===== src/rtl/i2s_tdm_bram_streamer_if.sv =====
// rtl/i2s_tdm_bram_streamer_if.sv - BRAM read-port bundle between streamer and block RAM
interface i2s_tdm_bram_streamer_if;
    logic [31:0] BRAM_addr;
    logic        BRAM_clk;
    logic [31:0] BRAM_din;
    logic [31:0] BRAM_dout;
    logic        BRAM_en;
    logic        BRAM_rst;
    logic [3:0]  BRAM_we;

    modport master (
        output BRAM_addr, BRAM_clk, BRAM_din, BRAM_en, BRAM_rst, BRAM_we,
        input  BRAM_dout
    );
    modport slave (
        input  BRAM_addr, BRAM_clk, BRAM_din, BRAM_en, BRAM_rst, BRAM_we,
        output BRAM_dout
    );
endinterface


===== src/rtl/i2s_tdm_bram_streamer.sv =====
// rtl/i2s_tdm_bram_streamer.sv - streams a BRAM ring buffer out as I2S or TDM audio
module i2s_tdm_bram_streamer #(
    parameter int SAMPLE_W    = 24,
    parameter int NUM_CH      = 2,
    parameter int DEPTH_WORDS = 1024,
    parameter int BCLK_DIV    = 4,
    parameter int MCLK_DIV    = 2,
    parameter int MODE        = 0
) (
    input  logic                           clk,
    input  logic                           rstn,
    input  logic                           enable,
    input  logic                           mute,
    i2s_tdm_bram_streamer_if.master        bram,
    output logic                           audio_I2S_bclk,
    output logic                           audio_I2S_pblrc,
    output logic                           audio_I2S_pbdat,
    output logic                           mclk,
    output logic                           half_irq,
    output logic [$clog2(DEPTH_WORDS)-1:0] rd_ptr
);
    localparam int AW     = $clog2(DEPTH_WORDS);
    localparam int FB_W   = $clog2(NUM_CH * 32);
    localparam int CH_W   = $clog2(NUM_CH);
    localparam int DIV_W  = $clog2(BCLK_DIV);
    localparam int MDIV_W = (MCLK_DIV > 1) ? $clog2(MCLK_DIV) : 1;

    typedef enum logic [1:0] {IDLE, REQ, WAIT, FULL} state_t;
    state_t state, state_nx;

    logic [CH_W-1:0]     fetch_idx, cap_idx;
    logic                cap_valid;
    logic [SAMPLE_W-1:0] shadow [NUM_CH];
    logic [SAMPLE_W-1:0] bank   [NUM_CH];
    logic                running;
    logic [DIV_W-1:0]    div_cnt;
    logic [FB_W-1:0]     frame_bit, nb;
    logic                mute_q;
    logic [MDIV_W-1:0]   mclk_cnt;
    logic                rd_issue, fall_evt, frame_start, stop_evt, discard;
    logic [AW-1:0]       rd_ptr_inc;
    logic [SAMPLE_W-1:0] sh;
    logic                nxt_dat, nxt_lr;
    int                  pos;
    logic                unused_bits;

    assign bram.BRAM_clk  = clk;
    assign bram.BRAM_we   = 4'd0;
    assign bram.BRAM_din  = 32'd0;
    assign bram.BRAM_rst  = ~rstn;
    assign bram.BRAM_en   = rd_issue;
    assign bram.BRAM_addr = {{(30 - AW){1'b0}}, rd_ptr, 2'b00};
    assign unused_bits    = ^(bram.BRAM_dout >> SAMPLE_W);

    assign rd_ptr_inc  = rd_ptr + AW'(1);
    // frame_bit width is exact, so +1 wraps at the frame boundary
    assign nb          = frame_bit + FB_W'(1);
    assign fall_evt    = running && audio_I2S_bclk && (div_cnt == DIV_W'(BCLK_DIV - 1));
    assign frame_start = enable && (state == FULL) && (!running || (fall_evt && nb == '0));
    assign stop_evt    = fall_evt && (nb == '0) && !frame_start;
    assign discard     = (state == FULL) && (stop_evt || (!running && !enable));

    always_comb begin
        state_nx = state;
        rd_issue = 1'b0;
        case (state)
            IDLE: if (enable) state_nx = REQ;
            REQ: begin
                rd_issue = 1'b1;
                if (fetch_idx == CH_W'(NUM_CH - 1)) state_nx = WAIT;
            end
            WAIT: state_nx = FULL;
            FULL: begin
                if (frame_start)  state_nx = REQ;
                else if (discard) state_nx = IDLE;
            end
            default: state_nx = IDLE;
        endcase
    end

    always_ff @(posedge clk or negedge rstn) begin
        if (!rstn) begin
            state     <= IDLE;
            fetch_idx <= '0;
            cap_idx   <= '0;
            cap_valid <= 1'b0;
            rd_ptr    <= '0;
            half_irq  <= 1'b0;
        end else begin
            state     <= state_nx;
            cap_valid <= rd_issue;
            cap_idx   <= fetch_idx;
            half_irq  <= 1'b0;
            if (rd_issue) begin
                fetch_idx <= fetch_idx + CH_W'(1);
                rd_ptr    <= rd_ptr_inc;
                half_irq  <= (rd_ptr_inc == '0) || (rd_ptr_inc == AW'(DEPTH_WORDS / 2));
            end else if (discard) begin
                // prefetched frame never played: rewind so restart resumes at it
                rd_ptr <= rd_ptr - AW'(NUM_CH);
            end
        end
    end

    always_ff @(posedge clk or negedge rstn) begin
        if (!rstn) begin
            for (int i = 0; i < NUM_CH; i++) shadow[i] <= '0;
        end else if (cap_valid) begin
            shadow[cap_idx] <= bram.BRAM_dout[SAMPLE_W-1:0];
        end
    end

    // bit 0 of every slot is a zero gap; sample MSB follows one BCLK later
    always_comb begin
        pos     = 32'(nb[4:0]);
        sh      = bank[nb[FB_W-1:5]] >> (SAMPLE_W - pos);
        nxt_dat = 1'b0;
        if (!mute_q && pos != 0 && pos <= SAMPLE_W) nxt_dat = sh[0];
        nxt_lr  = (MODE == 0) ? nb[5] : (nb == '0);
    end

    always_ff @(posedge clk or negedge rstn) begin
        if (!rstn) begin
            running         <= 1'b0;
            div_cnt         <= '0;
            frame_bit       <= '0;
            audio_I2S_bclk  <= 1'b0;
            audio_I2S_pblrc <= 1'b0;
            audio_I2S_pbdat <= 1'b0;
            mute_q          <= 1'b0;
            for (int i = 0; i < NUM_CH; i++) bank[i] <= '0;
        end else if (frame_start) begin
            running         <= 1'b1;
            div_cnt         <= '0;
            frame_bit       <= '0;
            audio_I2S_bclk  <= 1'b0;
            audio_I2S_pblrc <= (MODE != 0);
            audio_I2S_pbdat <= 1'b0;
            mute_q          <= mute;
            bank            <= shadow;
        end else if (stop_evt) begin
            running         <= 1'b0;
            div_cnt         <= '0;
            frame_bit       <= '0;
            audio_I2S_bclk  <= 1'b0;
            audio_I2S_pblrc <= 1'b0;
            audio_I2S_pbdat <= 1'b0;
        end else if (running) begin
            if (div_cnt == DIV_W'(BCLK_DIV - 1)) begin
                div_cnt        <= '0;
                audio_I2S_bclk <= ~audio_I2S_bclk;
            end else begin
                div_cnt <= div_cnt + DIV_W'(1);
            end
            if (fall_evt) begin
                frame_bit       <= nb;
                audio_I2S_pblrc <= nxt_lr;
                audio_I2S_pbdat <= nxt_dat;
                if (nb[4:0] == 5'd0) mute_q <= mute;
            end
        end
    end

    always_ff @(posedge clk or negedge rstn) begin
        if (!rstn) begin
            mclk_cnt <= '0;
            mclk     <= 1'b0;
        end else if (mclk_cnt == MDIV_W'(MCLK_DIV - 1)) begin
            mclk_cnt <= '0;
            mclk     <= ~mclk;
        end else begin
            mclk_cnt <= mclk_cnt + MDIV_W'(1);
        end
    end
endmodule


===== src/flat_wrapper.sv =====
// flat-port wrapper written by rule: the top's interface ports become plain ports
module i2s_tdm_bram_streamer_flat 
#(
    parameter int SAMPLE_W    = 24,
    parameter int NUM_CH      = 2,
    parameter int DEPTH_WORDS = 1024,
    parameter int BCLK_DIV    = 4,
    parameter int MCLK_DIV    = 2,
    parameter int MODE        = 0
)
  (clk, rstn, enable, mute, audio_I2S_bclk, audio_I2S_pblrc, audio_I2S_pbdat, mclk, half_irq, rd_ptr, bram_BRAM_addr, bram_BRAM_clk, bram_BRAM_din, bram_BRAM_en, bram_BRAM_rst, bram_BRAM_we, bram_BRAM_dout);
  i2s_tdm_bram_streamer_if bram_i ();
  input  logic clk;
  input  logic rstn;
  input  logic enable;
  input  logic mute;
  output logic audio_I2S_bclk;
  output logic audio_I2S_pblrc;
  output logic audio_I2S_pbdat;
  output logic mclk;
  output logic half_irq;
  output logic [$clog2(DEPTH_WORDS)-1:0] rd_ptr;
  output wire logic [$bits(bram_i.BRAM_addr)-1:0] bram_BRAM_addr;
  output wire logic [$bits(bram_i.BRAM_clk)-1:0] bram_BRAM_clk;
  output wire logic [$bits(bram_i.BRAM_din)-1:0] bram_BRAM_din;
  output wire logic [$bits(bram_i.BRAM_en)-1:0] bram_BRAM_en;
  output wire logic [$bits(bram_i.BRAM_rst)-1:0] bram_BRAM_rst;
  output wire logic [$bits(bram_i.BRAM_we)-1:0] bram_BRAM_we;
  input wire logic [$bits(bram_i.BRAM_dout)-1:0] bram_BRAM_dout;
  assign bram_BRAM_addr = bram_i.BRAM_addr;
  assign bram_BRAM_clk = bram_i.BRAM_clk;
  assign bram_BRAM_din = bram_i.BRAM_din;
  assign bram_BRAM_en = bram_i.BRAM_en;
  assign bram_BRAM_rst = bram_i.BRAM_rst;
  assign bram_BRAM_we = bram_i.BRAM_we;
  assign bram_i.BRAM_dout = bram_BRAM_dout;
  i2s_tdm_bram_streamer #(.SAMPLE_W(SAMPLE_W), .NUM_CH(NUM_CH), .DEPTH_WORDS(DEPTH_WORDS), .BCLK_DIV(BCLK_DIV), .MCLK_DIV(MCLK_DIV), .MODE(MODE)) u_core (.clk(clk), .rstn(rstn), .enable(enable), .mute(mute), .bram(bram_i), .audio_I2S_bclk(audio_I2S_bclk), .audio_I2S_pblrc(audio_I2S_pblrc), .audio_I2S_pbdat(audio_I2S_pbdat), .mclk(mclk), .half_irq(half_irq), .rd_ptr(rd_ptr));
endmodule

===== config.mk =====
export PLATFORM = sky130hd
export DESIGN_NAME = i2s_tdm_bram_streamer_flat
export DESIGN_NICKNAME = d
export VERILOG_FILES = /design/src/rtl/i2s_tdm_bram_streamer_if.sv /design/src/rtl/i2s_tdm_bram_streamer.sv /design/src/flat_wrapper.sv
export SDC_FILE = /design/constraint.sdc
export NUM_CORES = 1
export LEC_CHECK = 0
export CAP_MARGIN = 5
export CORE_ASPECT_RATIO = 1.75
export CORE_UTILIZATION = 39
export CTS_BUF_LIST = sky130_fd_sc_hd__clkbuf_4
export DETAILED_ROUTE_END_ITERATION = 7
export GPL_TIMING_DRIVEN = 0
export PLACE_DENSITY = 0.58
export SETUP_SLACK_MARGIN = 0.1
export SKIP_LAST_GASP = 1
export SLEW_MARGIN = 20
export SYNTH_ARGS = -nofsm -noshare
export SYNTH_HDL_FRONTEND = slang
export SYNTH_SLANG_ARGS = --single-unit

===== constraint.sdc =====
create_clock -name clk -period 4.7 [get_ports clk]
set_input_delay 0.94 -clock clk [delete_from_list [all_inputs] [get_ports clk]]
set_output_delay 0.94 -clock clk [all_outputs]
set_load 0.02 [all_outputs]

==> run summary <==
Routability congestion estimate from global placement -> 0.9499
Crit path arrival time -> 3220 ps
Initial core utilization -> 39.59%
Flop pwr share -> 41.6%
Die Area -> 17670 µm²
Synth Instances -> 704
Logic pwr share -> 39.3%
PostCTS Resize Cnt -> 0
DPL Wire Length -> 12780 µm
PortBufs -> 55
Hold Fails Final Rpt -> 0
Syn_area_per_cell -> 9.487 µm²
CP Class -> clock port to primary output
Tightest Pin Transition -> 782.3 ps
Core region area -> 16870 µm²
Chip height -> 175.1 µm
PnR Total Power -> 4.671 mW
Number of synthesized flops with an enable pin -> 0
Fill cells -> 1671
Vias in the first global route -> 5486
CP Max Fanout -> 4
Final Util -> 47.96%
Routed Wire Length -> 17090 µm
Largest net degree at the start of global routing -> 71
Worst setup SP type -> clock port
Reg2reg path depth -> 8
Die width -> 100.9 µm
Insertion delay to the later sink of the worst-skew pair -> 640 ps
Total grt overflow -> 0
Final Max Tran Viols -> 0
Num ports -> 122
Status -> finished clean
Post-CTS Setup Inserts -> 0
Pint -> 2.873 mW
DR pass1 iterations -> 7
Warnings from Yosys -> 0
First-pass GRT wire length -> 27460 µm
Netlist cell types -> 61
Mapped cell area -> 6679 µm²
Clock Power Share -> 19.1%
Yosys top cell by area -> dfrtp_1
Final Net Count -> 883
Drt wl/cell -> 15.81 µm
Max-cap check violation count -> 0
Critical Path End Type -> primary output
Antenna violations before repair -> 1
CTS tree -> built
Share of the synthesized area in the top cell type -> 47.21%
Hold Buf Count CTS -> 0
Final Setup Violations -> 0
Final ANT Viol Nets -> 0
Clk_skew -> 17.91 ps
Switch share -> 38.48%
Via density -> 4.929
Initial DRC Count -> 347
Pwr dens -> 577.3 nW/µm²
Req. time, crit path -> 3760 ps
Share of layout cells above drive strength 1 -> 21.01%
Sequential area share after synthesis -> 47.21%
# rows -> 63
Leakage -> 3.792 nW
#FFs+latches synth -> 126
Post-synth ARST share -> 100.0%
Vias -> 5328
Drt drc -> 0
Slew margin rel. -> 47.45%
GRT Total Usage -> 20.76%
Post-synth top flop -> dfrtp_1
Max VDD drop -> 0.3326 mV
RSZ-0062 raised after global routing -> no
Top cells by area, synth -> dfrtp_1, nand2_1, mux2_2
Final hold slack -> 281.8 ps
CTS clock-pin slew for the worst setup and hold paths -> 130 ps
P&R area growth vs syn -> 21.13%
Hold WC Path Type -> input pin to asynchronous set/reset pin
Switching power -> 1.797 mW
## stage by stage
stage / area (µm²) / TNS (ps) / setup WS (ps) / instances
3_5_place_dp: 7756 / 0 / 788.3 / 1044
3_3_place_gp: 7727 / -269630 / -2520 / 1043
6_report: 8090 / 0 / 542.1 / 1081
2_1_floorplan: 6893 / 0 / 1276 / 761
4_1_cts: 8085 / 0 / 523.5 / 1079
5_1_grt: 8090 / 0 / 508.9 / 1081
## synthesized netlist by cell type, types with 8 or more instances
library cell	number
nand2_1	184
dfrtp_1	126
buf_4	69
mux2_2	53
o21ai_0	27
clkbuf_1	19
nor2_1	17
a21oi_1	16
inv_1	16
buf_2	14
nand3_1	13
xor2_1	11
a211oi_1	9
nand2b_1	9
ha_1	8
## final cells by class
cell class	count	area (µm²)	area share (%)
Multi-Input combinational cell	513	3005	37.15
Tap cell	227	284.0	3.511
Buffer	106	674.4	8.336
Antenna cell	2	5.005	0.06186
Inverter	16	60.06	0.7423
Timing Repair Buffer	55	569.3	7.037
Clock inverter	13	163.9	2.026
Clock buffer	23	175.2	2.165
Sequential cell	126	3153	38.97
## power groups by stage
stage          clock network, mW  logic (mW)  registers, mW
2_1_floorplan             0.0249        1.26           1.89
3_3_place_gp              0.0404        1.78           1.94
3_5_place_dp              0.0404        1.83           1.96
4_1_cts                    0.925        1.84           1.94
5_1_grt                    0.958        2.03           2.00
6_report                   0.894        1.84           1.94
## layer usage
| metal | part of all wire [%] | vias to the layer above | global-route usage, % | wire length [µm] |
|---|---|---|---|---|
| met5 | 0 | - | 0 | 0 |
| met4 | 5.8 | 0 | 15.22 | 984 |
| met3 | 4.0 | 54 | 3.840 | 680 |
| met2 | 54 | 175 | 38.13 | 9190 |
| met1 | 36 | 2542 | 20.15 | 6237 |
| li1 | - | 2557 | - | - |
## sequential cells by signal, indices dropped and copies added, names as in the netlist, 2 cells and up
name	flops
u_core.rd_ptr	10
u_core.shadow	48
u_core.div_cnt	2
u_core.state	2
u_core.bank	48
u_core.frame_bit	5
## kinds of logic after synthesis
group                    share of synthesized area, %
AO/OA/AOI/OAI                                   10.98
adder cells (fa/ha/maj)                         1.499
flip-flops                                      47.21
XOR/XNOR                                        1.705
AND/OR/NAND/NOR                                 17.87
multiplexers                                    9.685
other                                         0.05615
buffers and inverters                           11.00
## path summary, 6_finish.rpt
path	from	to	slack [ps]
setup / recovery	clk	bram_BRAM_clk	540
hold / removal	rstn	u_core.rd_ptr[5]$_DFFE_PN0P_	280
setup reg to reg	u_core.frame_bit[0]$_DFFE_PN0P_	u_core.audio_I2S_pbdat$_DFFE_PN0P_	1700
hold reg to reg	u_core.mclk_cnt$_DFF_PN0_	u_core.mclk_cnt$_DFF_PN0_	450
max in group asynchronous	rstn	u_core.shadow[30]$_DFFE_PN0P_	3670
min in group clk	u_core.mclk_cnt$_DFF_PN0_	u_core.mclk_cnt$_DFF_PN0_	450
## critical path, cell delays in order
cell	delay [ps]
clkbuf_4	110
clkbuf_4	120
buf_4	120
clkdlybuf4s50_1	520
## cells in the final DEF, fill, tap and decap left out, drive strengths merged, types with 8 or more instances in the layout
cell type	count
a211oi	9
a21oi	16
buf	89
clkbuf	41
clkdlybuf4s50	54
conb	58
dfrtp	126
ha	8
inv	19
mux2	53
nand2	184
nand2b	9
nand3	13
nor2	17
o21ai	28
o31ai	9
xor2	11
Power figures use the tool's default switching activity.
